==> config.mk <==
export PLATFORM = sky130hd
export DESIGN_NAME = des_round_engine
export DESIGN_NICKNAME = d
export VERILOG_FILES = /design/src/rtl/des_pkg.sv /design/src/rtl/des_f.sv /design/src/rtl/des_round_engine.sv
export SDC_FILE = /design/constraint.sdc
export NUM_CORES = 1
export LEC_CHECK = 0
export ABC_CLOCK_PERIOD_IN_PS = 5300
export CAP_MARGIN = 5
export CORE_AREA = 8 8 346 348
export DETAILED_ROUTE_END_ITERATION = 6
export DIE_AREA = 0 0 354 356
export GPL_TIMING_DRIVEN = 0
export MAX_ROUTING_LAYER = met4
export SLEW_MARGIN = 20
export SYNTH_ARGS = -nofsm -noshare
export SYNTH_HDL_FRONTEND = slang
export SYNTH_SLANG_ARGS = --single-unit
==> constraint.sdc <==
create_clock -name clk -period 5.3 [get_ports clk]
set_input_delay 0.795 -clock clk [delete_from_list [all_inputs] [get_ports clk]]
set_output_delay 0.795 -clock clk [all_outputs]
set_load 0.05 [all_outputs]
==> src/rtl/des_pkg.sv <==
// Shared DES constants, permutation tables, S-boxes and bit-shuffling helpers.
// Throughout, vector bit (W-1) holds DES bit 1, so DES bit n lives at index W-n.
package des_pkg;

    localparam int DES_ROUNDS = 16;

    typedef logic [47:0] subkey_t;
    typedef logic [31:0] half_t;

    typedef enum logic [1:0] {
        ST_IDLE = 2'd0,
        ST_RUN  = 2'd1,
        ST_DONE = 2'd2
    } state_e;

    localparam int IP_TABLE [64] = '{
        58, 50, 42, 34, 26, 18, 10,  2,
        60, 52, 44, 36, 28, 20, 12,  4,
        62, 54, 46, 38, 30, 22, 14,  6,
        64, 56, 48, 40, 32, 24, 16,  8,
        57, 49, 41, 33, 25, 17,  9,  1,
        59, 51, 43, 35, 27, 19, 11,  3,
        61, 53, 45, 37, 29, 21, 13,  5,
        63, 55, 47, 39, 31, 23, 15,  7
    };

    localparam int FP_TABLE [64] = '{
        40,  8, 48, 16, 56, 24, 64, 32,
        39,  7, 47, 15, 55, 23, 63, 31,
        38,  6, 46, 14, 54, 22, 62, 30,
        37,  5, 45, 13, 53, 21, 61, 29,
        36,  4, 44, 12, 52, 20, 60, 28,
        35,  3, 43, 11, 51, 19, 59, 27,
        34,  2, 42, 10, 50, 18, 58, 26,
        33,  1, 41,  9, 49, 17, 57, 25
    };

    localparam int E_TABLE [48] = '{
        32,  1,  2,  3,  4,  5,
         4,  5,  6,  7,  8,  9,
         8,  9, 10, 11, 12, 13,
        12, 13, 14, 15, 16, 17,
        16, 17, 18, 19, 20, 21,
        20, 21, 22, 23, 24, 25,
        24, 25, 26, 27, 28, 29,
        28, 29, 30, 31, 32,  1
    };

    localparam int P_TABLE [32] = '{
        16,  7, 20, 21, 29, 12, 28, 17,
         1, 15, 23, 26,  5, 18, 31, 10,
         2,  8, 24, 14, 32, 27,  3,  9,
        19, 13, 30,  6, 22, 11,  4, 25
    };

    // Each box is stored row-major: entry index = row*16 + column.
    localparam int SBOX [8][64] = '{
        '{14,  4, 13,  1,  2, 15, 11,  8,  3, 10,  6, 12,  5,  9,  0,  7,
           0, 15,  7,  4, 14,  2, 13,  1, 10,  6, 12, 11,  9,  5,  3,  8,
           4,  1, 14,  8, 13,  6,  2, 11, 15, 12,  9,  7,  3, 10,  5,  0,
          15, 12,  8,  2,  4,  9,  1,  7,  5, 11,  3, 14, 10,  0,  6, 13},
        '{15,  1,  8, 14,  6, 11,  3,  4,  9,  7,  2, 13, 12,  0,  5, 10,
           3, 13,  4,  7, 15,  2,  8, 14, 12,  0,  1, 10,  6,  9, 11,  5,
           0, 14,  7, 11, 10,  4, 13,  1,  5,  8, 12,  6,  9,  3,  2, 15,
          13,  8, 10,  1,  3, 15,  4,  2, 11,  6,  7, 12,  0,  5, 14,  9},
        '{10,  0,  9, 14,  6,  3, 15,  5,  1, 13, 12,  7, 11,  4,  2,  8,
          13,  7,  0,  9,  3,  4,  6, 10,  2,  8,  5, 14, 12, 11, 15,  1,
          13,  6,  4,  9,  8, 15,  3,  0, 11,  1,  2, 12,  5, 10, 14,  7,
           1, 10, 13,  0,  6,  9,  8,  7,  4, 15, 14,  3, 11,  5,  2, 12},
        '{ 7, 13, 14,  3,  0,  6,  9, 10,  1,  2,  8,  5, 11, 12,  4, 15,
          13,  8, 11,  5,  6, 15,  0,  3,  4,  7,  2, 12,  1, 10, 14,  9,
          10,  6,  9,  0, 12, 11,  7, 13, 15,  1,  3, 14,  5,  2,  8,  4,
           3, 15,  0,  6, 10,  1, 13,  8,  9,  4,  5, 11, 12,  7,  2, 14},
        '{ 2, 12,  4,  1,  7, 10, 11,  6,  8,  5,  3, 15, 13,  0, 14,  9,
          14, 11,  2, 12,  4,  7, 13,  1,  5,  0, 15, 10,  3,  9,  8,  6,
           4,  2,  1, 11, 10, 13,  7,  8, 15,  9, 12,  5,  6,  3,  0, 14,
          11,  8, 12,  7,  1, 14,  2, 13,  6, 15,  0,  9, 10,  4,  5,  3},
        '{12,  1, 10, 15,  9,  2,  6,  8,  0, 13,  3,  4, 14,  7,  5, 11,
          10, 15,  4,  2,  7, 12,  9,  5,  6,  1, 13, 14,  0, 11,  3,  8,
           9, 14, 15,  5,  2,  8, 12,  3,  7,  0,  4, 10,  1, 13, 11,  6,
           4,  3,  2, 12,  9,  5, 15, 10, 11, 14,  1,  7,  6,  0,  8, 13},
        '{ 4, 11,  2, 14, 15,  0,  8, 13,  3, 12,  9,  7,  5, 10,  6,  1,
          13,  0, 11,  7,  4,  9,  1, 10, 14,  3,  5, 12,  2, 15,  8,  6,
           1,  4, 11, 13, 12,  3,  7, 14, 10, 15,  6,  8,  0,  5,  9,  2,
           6, 11, 13,  8,  1,  4, 10,  7,  9,  5,  0, 15, 14,  2,  3, 12},
        '{13,  2,  8,  4,  6, 15, 11,  1, 10,  9,  3, 14,  5,  0, 12,  7,
           1, 15, 13,  8, 10,  3,  7,  4, 12,  5,  6, 11,  0, 14,  9,  2,
           7, 11,  4,  1,  9, 12, 14,  2,  0,  6, 10, 13, 15,  3,  5,  8,
           2,  1, 14,  7,  4, 10,  8, 13, 15, 12,  9,  0,  3,  5,  6, 11}
    };

    function automatic logic [63:0] ip_perm(input logic [63:0] blk);
        logic [63:0] res;
        res = '0;
        for (int i = 0; i < 64; i++) begin
            res[63-i] = blk[64-IP_TABLE[i]];
        end
        return res;
    endfunction

    function automatic logic [63:0] fp_perm(input logic [63:0] blk);
        logic [63:0] res;
        res = '0;
        for (int i = 0; i < 64; i++) begin
            res[63-i] = blk[64-FP_TABLE[i]];
        end
        return res;
    endfunction

    function automatic logic [47:0] e_expand(input logic [31:0] r);
        logic [47:0] res;
        res = '0;
        for (int i = 0; i < 48; i++) begin
            res[47-i] = r[32-E_TABLE[i]];
        end
        return res;
    endfunction

    function automatic logic [31:0] p_perm(input logic [31:0] s);
        logic [31:0] res;
        res = '0;
        for (int i = 0; i < 32; i++) begin
            res[31-i] = s[32-P_TABLE[i]];
        end
        return res;
    endfunction

    // Outer bits {b1,b6} choose the row, inner bits b2..b5 the column.
    function automatic logic [3:0] sbox_lookup(input int box, input logic [5:0] six);
        logic [5:0] idx;
        idx = {six[5], six[0], six[4:1]};
        return 4'(SBOX[box][idx]);
    endfunction

endpackage

==> src/rtl/des_f.sv <==
// DES round function f(R,K): expand, key mix, S-box substitution, P permutation.
module des_f
    import des_pkg::*;
(
    input  logic [31:0] r_i,
    input  logic [47:0] k_i,
    output logic [31:0] f_o
);

    logic [47:0] mixed;
    logic [31:0] sboxOut;

    assign mixed = e_expand(r_i) ^ k_i;

    // Push each 6-bit slice of the mixed word through its own S-box.
    always_comb begin
        sboxOut = '0;
        for (int i = 0; i < 8; i++) begin
            sboxOut[31-4*i -: 4] = sbox_lookup(i, mixed[47-6*i -: 6]);
        end
    end

    assign f_o = p_perm(sboxOut);

endmodule

==> src/rtl/des_round_engine.sv <==
// Iterative DES engine: IP, sixteen Feistel rounds at one per clock, FP, with
// valid/ready on both sides. Subkeys come straight from the key schedule and
// are not latched, so upstream must keep them stable while busy is high.
module des_round_engine
    import des_pkg::*;
#(
    parameter bit CLEAR_ON_POP = 1'b1
) (
    input  logic        clk,
    input  logic        rst,
    input  logic        in_valid,
    output logic        in_ready,
    input  logic [63:0] in_data,
    input  logic        in_decrypt,
    input  logic [47:0] subkey1,
    input  logic [47:0] subkey2,
    input  logic [47:0] subkey3,
    input  logic [47:0] subkey4,
    input  logic [47:0] subkey5,
    input  logic [47:0] subkey6,
    input  logic [47:0] subkey7,
    input  logic [47:0] subkey8,
    input  logic [47:0] subkey9,
    input  logic [47:0] subkey10,
    input  logic [47:0] subkey11,
    input  logic [47:0] subkey12,
    input  logic [47:0] subkey13,
    input  logic [47:0] subkey14,
    input  logic [47:0] subkey15,
    input  logic [47:0] subkey16,
    output logic        out_valid,
    input  logic        out_ready,
    output logic [63:0] out_data,
    output logic        busy
);

    state_e      state_q;
    logic [3:0]  cnt_q;
    half_t       l_q;
    half_t       r_q;
    logic        mode_q;
    logic [63:0] outData_q;
    logic        outValid_q;
    logic        busy_q;

    subkey_t     subkeys [DES_ROUNDS];
    subkey_t     roundKey;
    logic [3:0]  keyIdx;
    half_t       fOut;
    half_t       l_d;
    half_t       r_d;
    logic [63:0] ipBlock;
    logic [63:0] fpBlock;

    assign subkeys[0]  = subkey1;
    assign subkeys[1]  = subkey2;
    assign subkeys[2]  = subkey3;
    assign subkeys[3]  = subkey4;
    assign subkeys[4]  = subkey5;
    assign subkeys[5]  = subkey6;
    assign subkeys[6]  = subkey7;
    assign subkeys[7]  = subkey8;
    assign subkeys[8]  = subkey9;
    assign subkeys[9]  = subkey10;
    assign subkeys[10] = subkey11;
    assign subkeys[11] = subkey12;
    assign subkeys[12] = subkey13;
    assign subkeys[13] = subkey14;
    assign subkeys[14] = subkey15;
    assign subkeys[15] = subkey16;

    // Encrypt walks the key schedule forwards, decrypt walks it backwards.
    always_comb begin
        keyIdx   = mode_q ? (4'd15 - cnt_q) : cnt_q;
        roundKey = subkeys[keyIdx];
    end

    des_f uRoundF (
        .r_i (r_q),
        .k_i (roundKey),
        .f_o (fOut)
    );

    assign l_d     = r_q;
    assign r_d     = l_q ^ fOut;
    assign ipBlock = ip_perm(in_data);
    // Final round output is swapped back to {R16,L16} before FP.
    assign fpBlock = fp_perm({r_d, l_d});

    assign in_ready  = (state_q == ST_IDLE);
    assign out_valid = outValid_q;
    assign out_data  = outData_q;
    assign busy      = busy_q;

    // Sequencer: accept a block, run the rounds, hold the result until popped.
    always_ff @(posedge clk or posedge rst) begin
        if (rst) begin
            state_q    <= ST_IDLE;
            cnt_q      <= '0;
            l_q        <= '0;
            r_q        <= '0;
            mode_q     <= 1'b0;
            outData_q  <= '0;
            outValid_q <= 1'b0;
            busy_q     <= 1'b0;
        end else begin
            case (state_q)
                ST_IDLE: begin
                    if (in_valid) begin
                        {l_q, r_q} <= ipBlock;
                        mode_q     <= in_decrypt;
                        cnt_q      <= '0;
                        busy_q     <= 1'b1;
                        state_q    <= ST_RUN;
                    end
                end
                ST_RUN: begin
                    l_q   <= l_d;
                    r_q   <= r_d;
                    cnt_q <= cnt_q + 4'd1;
                    if (cnt_q == 4'(DES_ROUNDS - 1)) begin
                        outData_q  <= fpBlock;
                        outValid_q <= 1'b1;
                        state_q    <= ST_DONE;
                    end
                end
                ST_DONE: begin
                    if (out_ready) begin
                        outValid_q <= 1'b0;
                        busy_q     <= 1'b0;
                        state_q    <= ST_IDLE;
                        if (CLEAR_ON_POP) begin
                            outData_q <= '0;
                        end
                    end
                end
                default: begin
                    state_q <= ST_IDLE;
                end
            endcase
        end
    end

endmodule

==> run metrics <==
vias in the first global route=26,900; DRT iter0 DRCs=roughly 3,200; Mapped Cells=2,217; Global Route Usage Sum=0.308; XOR/XNOR share of the synthesized area=0.0483; Clock Latency Late Sink=around 0.43 ns; setup violators final=0; Hold Crit Class=register to register; Avg Inst Size Synth=10.3 um2; Final Hold Viols=0; post-synthesis adder-cell area fraction=0.0253; Max Freq=190 MHz; CTS tree=built; simple-gate area share of the yosys netlist=0.120; Async S/R FF share, synth=1.00; most frequent cell after synthesis=mux4_2; worst-margin pin slew=1.09 ns; mux contribution to synthesized area=0.400; Tcrit/Tclk final=0.990; drc violations=0; CTS root buf=clkbuf_16; width of the die=354 um; largest family of logic cells by synthesized area=multiplexers; worst-case clock buffer depth=2; num ports=904; commonest cells in the netlist=mux4_2, nand2_1, o22ai_1, nor2_1, dfrtp_1; # nets final=4,040; area of the core=approximately 110,000 um2; RePlAce Congestion=1.03; critical path type=register to register; post-DP HPWL=around 170,000 um; number of synthesis warnings=0; Vias=~27,000; cell taking the most area after synthesis=mux4_2; crit end category=register; sequential area share after synthesis=0.151; complex-gate fraction of the synthesized area=0.178; first-pass GRT wire length=258,000 um; synthesis-to-layout area growth=55.6%; Synth cell types=96; Synth top area share=0.341; global route overflow=0; routed vias/inst=5.69; Rel. slew slack=0.274; initial antenna violation count=172; Hold-fix buffers, CTS=0; antenna-violating nets left=0; CTS Buf Count=17; Rows=124; Initial Util=0.200; Main synth FF type=dfrtp_1; wire per inst=41.5 um; Routed WL=200,000 um; dpl cells=4,636; H-tree depth=4; CP max FO=10; Clock Sink Count=137; Worst setup SP type=register; Post-Syn Area=22,800 um2; max-cap check violation count=0; arrival time at the worst endpoint=5.53 ns; layout cell share with drive strength beyond 1=0.210; TritonRoute pass-1 iters=6; full die area=126,000 um2; status=finished clean; PortBufs=903; largest net degree at the start of global routing=93; Post-Route Skew=0.0149 ns; synthesized flop and latch total=137; Tmin final=approximately 5.2 ns; syn nets=3,100; synth top area cells=mux4_2, dfrtp_1, o22ai_1, mux2i_1, nand2_1; max-slew violation count=0; height of the die=356 um; Final Non-Filler Cells=4,817; Required @ worst endpoint=5.58 ns; EDFF count, synth=0; Worst-path clk slew=~0.070 ns; fill count=11,900
worst max-delay path, stage by stage, from the launching register on:
cell and delay (ns):
dfrtp_1 0.38, buf_6 0.17, buf_12 0.17, buf_12 0.16, buf_12 0.16, buf_12 0.17
buf_12 0.17, buf_6 0.18, buf_8 0.18, xnor2_1 0.69, a22oi_2 0.38, a211oi_2 0.36
xor2_2 0.51, inv_1 0.22, a41o_1 0.30, nor3_1 0.21, o22ai_1 0.23, xnor2_1 0.25
o21ai_0 0.10
cell usage in the layout, fill, tap and decap left out, types with 37 or more instances in the layout:
master	netlist	layout
a22oi_1	39	38
buf_2	59	47
buf_4	27	37
buf_6	43	46
clkbuf_1	70	59
clkdlybuf4s50_1	0	903
dfrtp_1	137	137
diode_2	0	135
ha_1	46	43
inv_1	41	39
mux2i_1	113	106
mux4_2	345	345
nand2_1	209	208
nand3_1	70	70
nor2_1	156	155
o21ai_0	91	91
o22ai_1	181	180
xnor2_1	48	42
logic make-up (layout without fill, tap and decap cells):
family          count (synthesis)  count (layout)
flops                         137             137
buf+inv                       280            1233
mux                           473             473
xor+xnor                      104             104
fa+ha+maj                      46              46
simple gates                  584             584
compound gates                593             593
other cells                     0             135
worst paths after layout:
path | start | endpoint | slack, ns | cells past startpoint
max in group asynchronous | rst | out_data[44] | 3.75 | 3
min | out_data[30] | out_data[30] | 0.48 | 2
min in group asynchronous | rst | out_data[33] | 0.75 | 2
min reg2reg | out_data[30] | out_data[30] | 0.48 | 2
max | mode_q | l_d[4] | 0.05 | 18
max reg2reg | mode_q | l_d[4] | 0.05 | 18
state kept, by name (all words and copies together), names as in the netlist:
signal and flops:
out_data 64, l_d 32, l_q 32, cnt_q 4, state_q 2, busy 1, mode_q 1, out_valid 1
metrics by stage:
step	hold slack, ns	TNS, ns	cell area (um2)	util	setup WS (ns)
after global placement	0.463	-265.97	33700	0.296	-2.16
after detailed placement	0.468	-42.90	33800	0.297	-1.67
after global routing	0.517	-0.0298	35400	0.311	-0.0245
after floorplan	0.467	0	22800	-	0.837
after CTS	0.483	0	34700	0.305	0.00158
final	0.482	0	35400	0.311	0.0504
cell type report:
class	count	area (um2)	share of cell area
antenna	135	338	0.00954
buffer	229	1770	0.0501
clock buffer	19	443	0.0125
clock inverter	13	143	0.00403
inverter	48	193	0.00544
multi-input combinational	1800	18000	0.508
sequential	137	3430	0.0968
tap	1512	1890	0.0534
timing repair buffer	924	9220	0.260
metal layers:
layer,track usage,share of wire,up-vias
met5,-,0,-
met4,0.150,0.059,0
li1,-,-,11000
met1,0.345,0.37,13900
met2,0.480,0.46,2074
met3,0.120,0.11,395
what timing repair did:
item / 4_1_cts / 5_1_grt
setup buffers: 2 / 15
endpoints found under the setup margin: 61 / 52
pin swaps: 4 / 5
gates resized for setup: 66 / 56
Power is left out: the tool's default activity adds up to more than one toggle a clock period on the data nets, which glitch-free logic cannot reach.
